<file path="config.mk">
export PLATFORM = sky130hd
export DESIGN_NAME = fir_out_quant_flat
export DESIGN_NICKNAME = d
export VERILOG_FILES = /design/src/rtl/fir_pkg.sv /design/src/rtl/fir_out_quant_if.sv /design/src/rtl/sync_fifo.sv /design/src/rtl/fir_out_quant.sv /design/src/flat_wrapper.sv
export SDC_FILE = /design/constraint.sdc
export NUM_CORES = 1
export LEC_CHECK = 0
export ABC_CLOCK_PERIOD_IN_PS = 2800
export BUFFER_PORTS_ARGS = -buffer_cell sky130_fd_sc_hd__buf_2
export CORE_UTILIZATION = 55
export CTS_CLUSTER_DIAMETER = 40
export DETAILED_ROUTE_END_ITERATION = 12
export GPL_TIMING_DRIVEN = 0
export PLACE_DENSITY = 0.87
export SYNTH_ARGS = -nofsm -noshare
export SYNTH_HDL_FRONTEND = slang
export SYNTH_HIERARCHICAL = 1
export SYNTH_SLANG_ARGS = --single-unit
</file>
<file path="constraint.sdc">
create_clock -name clk -period 2.8 [get_ports clk]
set_input_delay 0.14 -clock clk [delete_from_list [all_inputs] [get_ports clk]]
set_output_delay 0.14 -clock clk [all_outputs]
set_load 0.01 [all_outputs]
</file>
<file path="src/rtl/fir_pkg.sv">
// rtl/fir_pkg.sv - shared widths, sample types and the round/saturate helper
package fir_pkg;

  localparam int ACC_W = 32;
  localparam int SMP_W = 16;

  typedef logic signed [ACC_W-1:0] acc_t;
  typedef logic signed [SMP_W-1:0] smp_t;

  localparam smp_t SMP_MAX = 16'sh7FFF;
  localparam smp_t SMP_MIN = 16'sh8000;

  typedef struct packed {
    logic sat;
    smp_t smp;
  } narrow_t;

  // One guard bit above the accumulator keeps the rounding add from wrapping.
  function automatic narrow_t narrow(input acc_t acc, input int shift);
    logic        [ACC_W:0] rnd;
    logic signed [ACC_W:0] r;
    narrow_t               res;
    rnd = ({{ACC_W{1'b0}}, 1'b1} << shift) >> 1;
    r   = ($signed({acc[ACC_W-1], acc}) + $signed(rnd)) >>> shift;
    res.sat = 1'b0;
    res.smp = r[SMP_W-1:0];
    if (r > 33'sd32767) begin
      res.sat = 1'b1;
      res.smp = SMP_MAX;
    end else if (r < -33'sd32768) begin
      res.sat = 1'b1;
      res.smp = SMP_MIN;
    end
    return res;
  endfunction

endpackage

</file>
<file path="src/rtl/fir_out_quant_if.sv">
// rtl/fir_out_quant_if.sv - sample input, buffered output handshake and status bundle
interface fir_out_quant_if;
  import fir_pkg::*;

  logic        in_valid;
  acc_t        in_data;
  logic        out_valid;
  logic        out_ready;
  smp_t        out_data;
  logic        clr_flags;
  logic        sat_flag;
  logic        ovf_flag;
  logic [15:0] drop_cnt;

  modport master (
    output in_valid, in_data, out_ready, clr_flags,
    input  out_valid, out_data, sat_flag, ovf_flag, drop_cnt
  );

  modport slave (
    input  in_valid, in_data, out_ready, clr_flags,
    output out_valid, out_data, sat_flag, ovf_flag, drop_cnt
  );

endinterface

</file>
<file path="src/rtl/sync_fifo.sv">
// rtl/sync_fifo.sv - pointer+count synchronous FIFO with show-ahead read
module sync_fifo #(
  parameter int WIDTH = 16,
  parameter int DEPTH = 4
) (
  input  logic             clk,
  input  logic             rst,
  input  logic             wr_en,
  input  logic [WIDTH-1:0] wr_data,
  input  logic             rd_en,
  output logic [WIDTH-1:0] rd_data,
  output logic             full,
  output logic             empty
);

  localparam int AW = $clog2(DEPTH);

  logic [WIDTH-1:0] mem [DEPTH];
  logic [AW-1:0]    wr_ptr;
  logic [AW-1:0]    rd_ptr;
  logic [AW:0]      count;
  logic             push;
  logic             pop;

  assign full  = (count == (AW+1)'(DEPTH));
  assign empty = (count == '0);
  assign pop   = rd_en && !empty;
  // A pop in the same cycle frees the slot, so a full FIFO still accepts the write.
  assign push  = wr_en && (!full || pop);

  assign rd_data = empty ? '0 : mem[rd_ptr];

  always_ff @(posedge clk) begin
    if (!rst) begin
      wr_ptr <= '0;
      rd_ptr <= '0;
      count  <= '0;
    end else begin
      if (push) wr_ptr <= wr_ptr + 1'b1;
      if (pop)  rd_ptr <= rd_ptr + 1'b1;
      case ({push, pop})
        2'b10:   count <= count + 1'b1;
        2'b01:   count <= count - 1'b1;
        default: count <= count;
      endcase
    end
  end

  always_ff @(posedge clk) begin
    if (push) mem[wr_ptr] <= wr_data;
  end

endmodule

</file>
<file path="src/rtl/fir_out_quant.sv">
// rtl/fir_out_quant.sv - round/saturate/narrow FIR output, decimate, buffer and report drops
module fir_out_quant
  import fir_pkg::*;
#(
  parameter int SHIFT = 15,
  parameter int DECIM = 1,
  parameter int DEPTH = 4
) (
  input  logic          clk,
  input  logic          rst,
  fir_out_quant_if.slave bus
);

  narrow_t     nq;
  logic [7:0]  dcnt;
  logic        s1_valid;
  smp_t        s1_data;
  logic [SMP_W-1:0] head;
  logic        full;
  logic        empty;
  logic        sat_evt;
  logic        drop;
  logic        sat_q;
  logic        ovf_q;
  logic [15:0] drop_q;

  assign nq      = narrow(bus.in_data, SHIFT);
  assign sat_evt = bus.in_valid && nq.sat;

  always_ff @(posedge clk) begin
    if (!rst) begin
      dcnt     <= '0;
      s1_valid <= 1'b0;
      s1_data  <= '0;
    end else begin
      s1_valid <= bus.in_valid && (dcnt == '0);
      if (bus.in_valid) begin
        s1_data <= nq.smp;
        dcnt    <= (dcnt == 8'(DECIM - 1)) ? '0 : dcnt + 8'd1;
      end
    end
  end

  sync_fifo #(
    .WIDTH (SMP_W),
    .DEPTH (DEPTH)
  ) u_fifo (
    .clk     (clk),
    .rst     (rst),
    .wr_en   (s1_valid),
    .wr_data (s1_data),
    .rd_en   (bus.out_ready),
    .rd_data (head),
    .full    (full),
    .empty   (empty)
  );

  // Full implies non-empty, so out_ready alone decides whether a slot frees up.
  assign drop = s1_valid && full && !bus.out_ready;

  always_ff @(posedge clk) begin
    if (!rst) begin
      sat_q  <= 1'b0;
      ovf_q  <= 1'b0;
      drop_q <= '0;
    end else begin
      if (sat_evt)             sat_q <= 1'b1;
      else if (bus.clr_flags)  sat_q <= 1'b0;
      if (drop)                ovf_q <= 1'b1;
      else if (bus.clr_flags)  ovf_q <= 1'b0;
      if (bus.clr_flags)       drop_q <= drop ? 16'd1 : 16'd0;
      else if (drop && (drop_q != 16'hFFFF)) drop_q <= drop_q + 16'd1;
    end
  end

  assign bus.out_valid = !empty;
  assign bus.out_data  = head;
  assign bus.sat_flag  = sat_q;
  assign bus.ovf_flag  = ovf_q;
  assign bus.drop_cnt  = drop_q;

endmodule

</file>
<file path="src/flat_wrapper.sv">
// flat-port wrapper written by rule: the top's interface ports become plain ports
module fir_out_quant_flat import fir_pkg::*;
#(
  parameter int SHIFT = 15,
  parameter int DECIM = 1,
  parameter int DEPTH = 4
)
  (clk, rst, bus_in_valid, bus_in_data, bus_out_ready, bus_clr_flags, bus_out_valid, bus_out_data, bus_sat_flag, bus_ovf_flag, bus_drop_cnt);
  fir_out_quant_if bus_i ();
  input  logic clk;
  input  logic rst;
  input wire logic [$bits(bus_i.in_valid)-1:0] bus_in_valid;
  input wire logic [$bits(bus_i.in_data)-1:0] bus_in_data;
  input wire logic [$bits(bus_i.out_ready)-1:0] bus_out_ready;
  input wire logic [$bits(bus_i.clr_flags)-1:0] bus_clr_flags;
  output wire logic [$bits(bus_i.out_valid)-1:0] bus_out_valid;
  output wire logic [$bits(bus_i.out_data)-1:0] bus_out_data;
  output wire logic [$bits(bus_i.sat_flag)-1:0] bus_sat_flag;
  output wire logic [$bits(bus_i.ovf_flag)-1:0] bus_ovf_flag;
  output wire logic [$bits(bus_i.drop_cnt)-1:0] bus_drop_cnt;
  assign bus_i.in_valid = bus_in_valid;
  assign bus_i.in_data = bus_in_data;
  assign bus_i.out_ready = bus_out_ready;
  assign bus_i.clr_flags = bus_clr_flags;
  assign bus_out_valid = bus_i.out_valid;
  assign bus_out_data = bus_i.out_data;
  assign bus_sat_flag = bus_i.sat_flag;
  assign bus_ovf_flag = bus_i.ovf_flag;
  assign bus_drop_cnt = bus_i.drop_cnt;
  fir_out_quant #(.SHIFT(SHIFT), .DECIM(DECIM), .DEPTH(DEPTH)) u_core (.clk(clk), .rst(rst), .bus(bus_i));
endmodule
</file>
==> After elaboration in Yosys (flattened, before gate mapping) <==
Memory sizes are Yosys's and may differ from the RTL's. A register that Yosys moved wholly into a read port is not among the register bits.
Index checks and enable logic that the tools add are counted.
{ "totals": {"mem_count": 1, "out_inout_bits": 35, "input_bits": 37, "ramBits": 64, "elab_cells": 55, "reg_bits": 50} }
{ "classes": {"eq_ne": 4, "magnitude_cmp": 2, "add_sub_neg": 7, "n_reduce_logical": 17, "n_mux": 15} }
{ "mem_list": {"columns": ["name", "words", "word_bits", "rd", "rd_clocked_by_memory_dff", "wr", "line", "source"], "rows": [
  ["u_core.u_fifo.mem", 4, 16, 1, 1, 1, "sync_fifo.sv:18", "logic [WIDTH-1:0] mem [DEPTH];"]
]} }
{ "op_table": {"columns": ["op", "count"], "rows": [
  ["$mux W16", 3],
  ["$mux W17", 2],
  ["$add A32 B16 Y33 const B", 1],
  ["$gt A18 B16 Y1 const B", 1],
  ["$lt A18 B16 Y1 const B", 1],
  ["$add A16 B1 Y16 const B", 1],
  ["$ne A16 B16 Y1 const B", 1],
  ["$add A8 B1 Y8 const B", 1],
  ["$logic_not A8 Y1", 1],
  ["$mux W8", 1],
  ["$reduce_bool A2 Y1", 4],
  ["$logic_and A1 B1 Y1", 7],
  ["$mux W1", 6],
  ["$pmux W3 S2", 1],
  ["$add A2 B1 Y2 const B", 2],
  ["$mux W2", 2],
  ["$add A3 B1 Y3 const B", 1],
  ["$eq A3 B3 Y1 const B", 1],
  ["$logic_not A1 Y1", 3],
  ["$logic_not A3 Y1", 1],
  ["$sub A3 B1 Y3 const B", 1],
  ["$eq A2 B1 Y1 const B", 1],
  ["$eq A2 B2 Y1 const B", 1],
  ["$logic_or A1 B1 Y1", 1]
]} }

==> Logic depth before layout (Yosys ltp) <==
{ "logic_depth": {"depth_word": 7, "depth_mapped": 9, "ltp_nobuf": 9} }

==> Hierarchy <==
The synthesis kept the hierarchy.
{ "by_module_without_submodules": {"columns": ["mod", "area_per_inst_um2", "cells_each", "n_inst", "seq_area_each_um2"], "rows": [
  ["sync_fifo", 3022.9, 156, 1, 2102.0],
  ["fir_out_quant", 2352.3, 262, 1, 860.8]
]} }

==> Worst setup path after synthesis <==
OpenSTA, ideal clock, no wires.
{ "synth_path": {"kind": "register -> register", "from": "register u_core.u_fifo.count[2]", "to": "register u_core.u_fifo.count[2]", "arrival_ps": 2061, "path_stages_with_launch": 10, "setup_time_ps": 76, "slack_ps": 664, "required_time_ps": 2724, "path_buffers": 0, "period_less_slack_ps": 2136, "cell_sequence": "dfxtp_1 > nor3b_1 > a21boi_1 > inv_1 > ha_1 > inv_1 > fa_1 > xor2_1 > or3_1 > a21boi_0"} }
{ "synth_via": {"elab_cells_between_ends": 13, "cone_classes": "2 x add/sub; 3 x eq/ne; 1 x mux; 7 x reduce/logical"} }
{ "synth_rtl": {"columns": ["item", "line", "source"], "rows": [
  ["from (decl)", "sync_fifo.sv:21", "logic [AW:0] count;"],
  ["from (signal assigned)", "sync_fifo.sv:42", "2'b10: count <= count + 1'b1;"],
  ["from (signal assigned)", "sync_fifo.sv:43", "2'b01: count <= count - 1'b1;"],
  ["from (signal assigned)", "sync_fifo.sv:44", "default: count <= count;"],
  ["$eq A3 B3 Y1 (*)", "sync_fifo.sv:25", "assign full = (count == (AW+1)'(DEPTH));"],
  ["net u_core.full", "fir_out_quant.sv:19", "logic full;"],
  ["$logic_not A1 Y1 (*)", "sync_fifo.sv:29", "assign push = wr_en && (!full || pop);"],
  ["$logic_or A1 B1 Y1 (*)", "sync_fifo.sv:29", null],
  ["$logic_and A1 B1 Y1 (*)", "sync_fifo.sv:29", null],
  ["$eq A2 B1 Y1 / $eq A2 B2 Y1 (equally long branches)", "sync_fifo.sv:41", "case ({push, pop})"],
  ["$pmux W3 S2 / $reduce_bool A2 Y1 (equally long branches)", null, null]
]} }
Mark *: on every way through the listed nets, which the timed path passes. The rest lies on a longest branch.
A chain may end at the register's enable or synchronous reset.

==> Final worst setup path <==
Same ends and word-level chain as after synthesis.

==> results.md <==
- Worst VDD drop: around 0.61 mV
- R2R Setup Slk: 0.37 ns
- # port buffers: 56
- WP data required: 3.23 ns
- TritonRoute pass-1 iters: 4
- Number of post-CTS setup repair buffers: 0
- Total Neg Setup Slack: 0 ns
- DP HPWL: 7270 µm
- Clock root cell: clkbuf_8
- Max cap viols: 0
- Global route total overflow: 0
- Largest net degree at the start of global routing: 17
- Row count: 35
- Min-delay src: bus_in_data[31]
- Overall die area: 0.0102 mm²
- Status: completed
- Ys flop type: edfxtp_1
- Synth-to-layout area growth: 18.9%
- Comb pwr share: a little over a fifth
- Number of CTS-inserted buffers: 17
- Starting Density: between 50% and 60%
- Final number of setup-violating endpoints: 0
- Post_cts resized: 0
- Critical path class: register to register
- Final Hold Viols: 0
- Mapped cell area: approximately 0.0054 mm²
- WL final: between 10000 and 15000 µm
- Hold Path End: u_core/bus.sat_flag
- Final period util: 86.7%
- Yosys warnings: 6
- GRT Util Overall: approximately a quarter
- TritonCTS clock tree: yes
- Most frequent cells in the layout: edfxtp_1 (64), buf_2 (60), dfxtp_1 (52), nor2_1 (36), nand2_1 (24)
- Core Area: approximately 0.0094 mm²
- Largest buffer count on any clock path: 2
- CTS Hold Bufs: 3
- Synthesized instance count: between 400 and 500
- First-pass GRT wire length: 18000 µm
- Clock Power Share: roughly two fifths
- Routed WL per cell: ~17 µm
- Relative slew margins: 39.3%
- # DRC: 0
- RSZ-0062 raised after global routing: false
- Layout Nets: around 540
- Yosys cell types: a little over 60
- Mapped Nets: approximately 470
- Post-synth ARST share: 0%
- H-tree levels: 4
- Place WS: between 0.4 and 0.5 ns
- Reg2Reg Depth: 9
- Syn_area_per_cell: ~13 µm²
- Sequential area share after synthesis: between 50% and 60%
- Synth Register Bits: 116
- Slew Viols, Final: 0
- Die Span Y: about 100 µm
- Sw frac: between 20% and 30%
- Reg-to-Reg End: u_core/u_fifo/count[2]
- Clk_lat worst skew: slightly above 0.5 ns
- Max FO, Critical Path: 7
- Switching power: ~1.4 mW
- Initial antenna violation count: 0
- Arrival @ worst endpoint: around 2.9 ns
- Vias: around 3700
- Worst slew pin tran: around 0.91 ns
- Vias per cell: approximately 5.8
- Initial DRC Count: 207
- Global placement routability congestion: around 0.82
- Diodes inserted: 0
- Min setup slack post-route: 0.371 ns
- Fraction of layout cells with a size suffix above 1: about 26%
- Clock transition at the registers of the reported paths: approximately 0.060 ns
- Worst R2R Start: u_core/u_fifo/count[2]
- Pwr Density: 773 mW/mm²
- Width of the die: 101 µm
- Crit end category: register
- Number of synthesized flops with an enable pin: 64
- Antenna Violating Nets Remaining: 0
- Worst min-delay path category: input pin to register
- Hold Path Stages: 3
- Pleak: 2.35 nW
- Vias in the first global route: 3735
- Flop pwr share: about two fifths
- Fin crit period: between 2 and 2.5 ns
- Int Power: 3.56 mW
- F_max: around 0.4 GHz
- Clock sinks: between 100 and 150
- IO Pins: between 70 and 80
- Most common cell after layout, fill and taps aside: edfxtp_1
- CP startpoint kind: register
- Setup Skew: 0.00822 ns
## flip-flops by register name, summed over array words and instances, names as in the netlist, named ones only
register	count
u_core/s1_data	16
u_core/u_fifo/rd_ptr	2
u_core/u_fifo/mem	64
u_core/bus.sat_flag	1
u_core/bus.ovf_flag	1
u_core/dcnt	8
u_core/u_fifo/count	3
u_core/bus.drop_cnt	16
u_core/u_fifo/wr_ptr	2
u_core/s1_valid	1
## cells in the mapped netlist, types with 2 or more instances
master,instances,area (µm²)
xnor2_1,14,123
and3_1,5,31.3
nor4_1,5,31.3
mux2i_1,5,50.1
o311ai_0,4,35.0
dfxtp_1,52,1040
and2_1,8,50.1
ha_1,9,113
a21oi_1,14,70.1
nand4_1,5,31.3
inv_1,14,52.6
nor2_1,36,135
or4_1,2,15.0
edfxtp_1,64,1920
nor2b_1,6,37.5
a21boi_0,2,15.0
mux4_2,10,225
nor2b_4,10,138
buf_6,7,78.8
nand2b_1,2,12.5
xor2_1,15,131
clkbuf_1,2,7.51
nand3b_1,2,15.0
nand2_1,24,90.1
o221a_1,14,158
mux4_1,6,158
buf_2,4,20.0
nand4_4,2,42.5
and4_1,3,26.3
o21ai_0,15,75.1
o41ai_1,2,17.5
or3_1,9,56.3
nor3_1,5,25.0
nand3_1,14,70.1
## worst max path at each step
stage / slack [ns] / depth (start not counted) / start / to
floorplan: 0.66 / 9 / u_core/u_fifo/count[2] / u_core/u_fifo/count[2]
global placement: 0.50 / 9 / u_core/u_fifo/count[2] / u_core/u_fifo/count[2]
detailed placement: 0.42 / 9 / u_core/u_fifo/count[2] / u_core/u_fifo/count[2]
CTS: 0.39 / 9 / u_core/u_fifo/count[2] / u_core/u_fifo/count[2]
global route: 0.17 / 9 / u_core/u_fifo/count[2] / u_core/u_fifo/count[2]
finish: 0.37 / 9 / u_core/u_fifo/count[2] / u_core/u_fifo/count[2]
## cells by family (layout without fill, tap and decap cells)
| kind of cell | Yosys count | count (layout) | share of synthesized area (%) |
|---|---|---|---|
| AO/OA/AOI/OAI | 62 | 62 | 8.71 |
| AND/OR/NAND/NOR | 150 | 150 | 17.2 |
| multiplexers | 21 | 21 | 8.05 |
| adder cells (fa/ha/maj) | 10 | 10 | 2.47 |
| flip-flops | 116 | 116 | 55.1 |
| buffers and inverters | 30 | 121 | 3.72 |
| XOR/XNOR | 29 | 29 | 4.73 |
## critical path: stages (launching register included)
cell      delay [ns]
dfxtp_1         0.38
nor3b_1         0.33
a21boi_1        0.27
inv_1           0.11
ha_1            0.20
inv_1           0.06
fa_1            0.37
xor2_1          0.16
or3_1           0.30
a21boi_0        0.17
## cell type report
| type | instances | area [µm²] |
|---|---|---|
| plain buffers | 16 | 148 |
| clock buffers | 17 | 414 |
| clock inverters | 15 | 131 |
| fillers | 624 | 2980 |
| inverters | 14 | 52.6 |
| multi-input cells | 272 | 2210 |
| flip-flops and latches | 116 | 2960 |
| well taps | 129 | 161 |
| repair buffers | 59 | 310 |
## power groups by stage
stage          Sequential, mW  Clock [mW]  Combinational, mW
3_5_place_dp             1.99           0               1.03
5_1_grt                  1.96        2.05               1.13
4_1_cts                  1.95        1.97               1.05
6_report                 1.95        1.95               1.03
2_1_floorplan            1.96           0              0.759
3_3_place_gp             1.97           0               1.01
## layer usage
layer  track usage, %  vias to the layer above  routed length (µm)  share of wire (%)
li1                 -                     1738                   -                  -
met1             27.8                     1810                4650                 42
met2             40.2                      140                5640                 51
met3             6.24                       22                 523                4.7
met4             10.6                        0                 231                2.1
met5                0                        -                   0                  0
## per-stage QoR
stage | cells | hold WS, ns | power (mW) | area, µm² | util, %
after floorplan | 418 | 0.322 | 2.72 | 5380 | -
after global placement | 603 | 0.422 | 2.98 | 5820 | 62.1
after detailed placement | 603 | 0.425 | 3.02 | 5820 | 62.1
after CTS | 638 | 0.000335 | 4.97 | 6390 | 68.2
after global routing | 638 | 0.0612 | 5.15 | 6390 | 68.2
final | 638 | 0.0234 | 4.94 | 6390 | 68.2
Note: power is estimated with default switching activity, not from simulation.
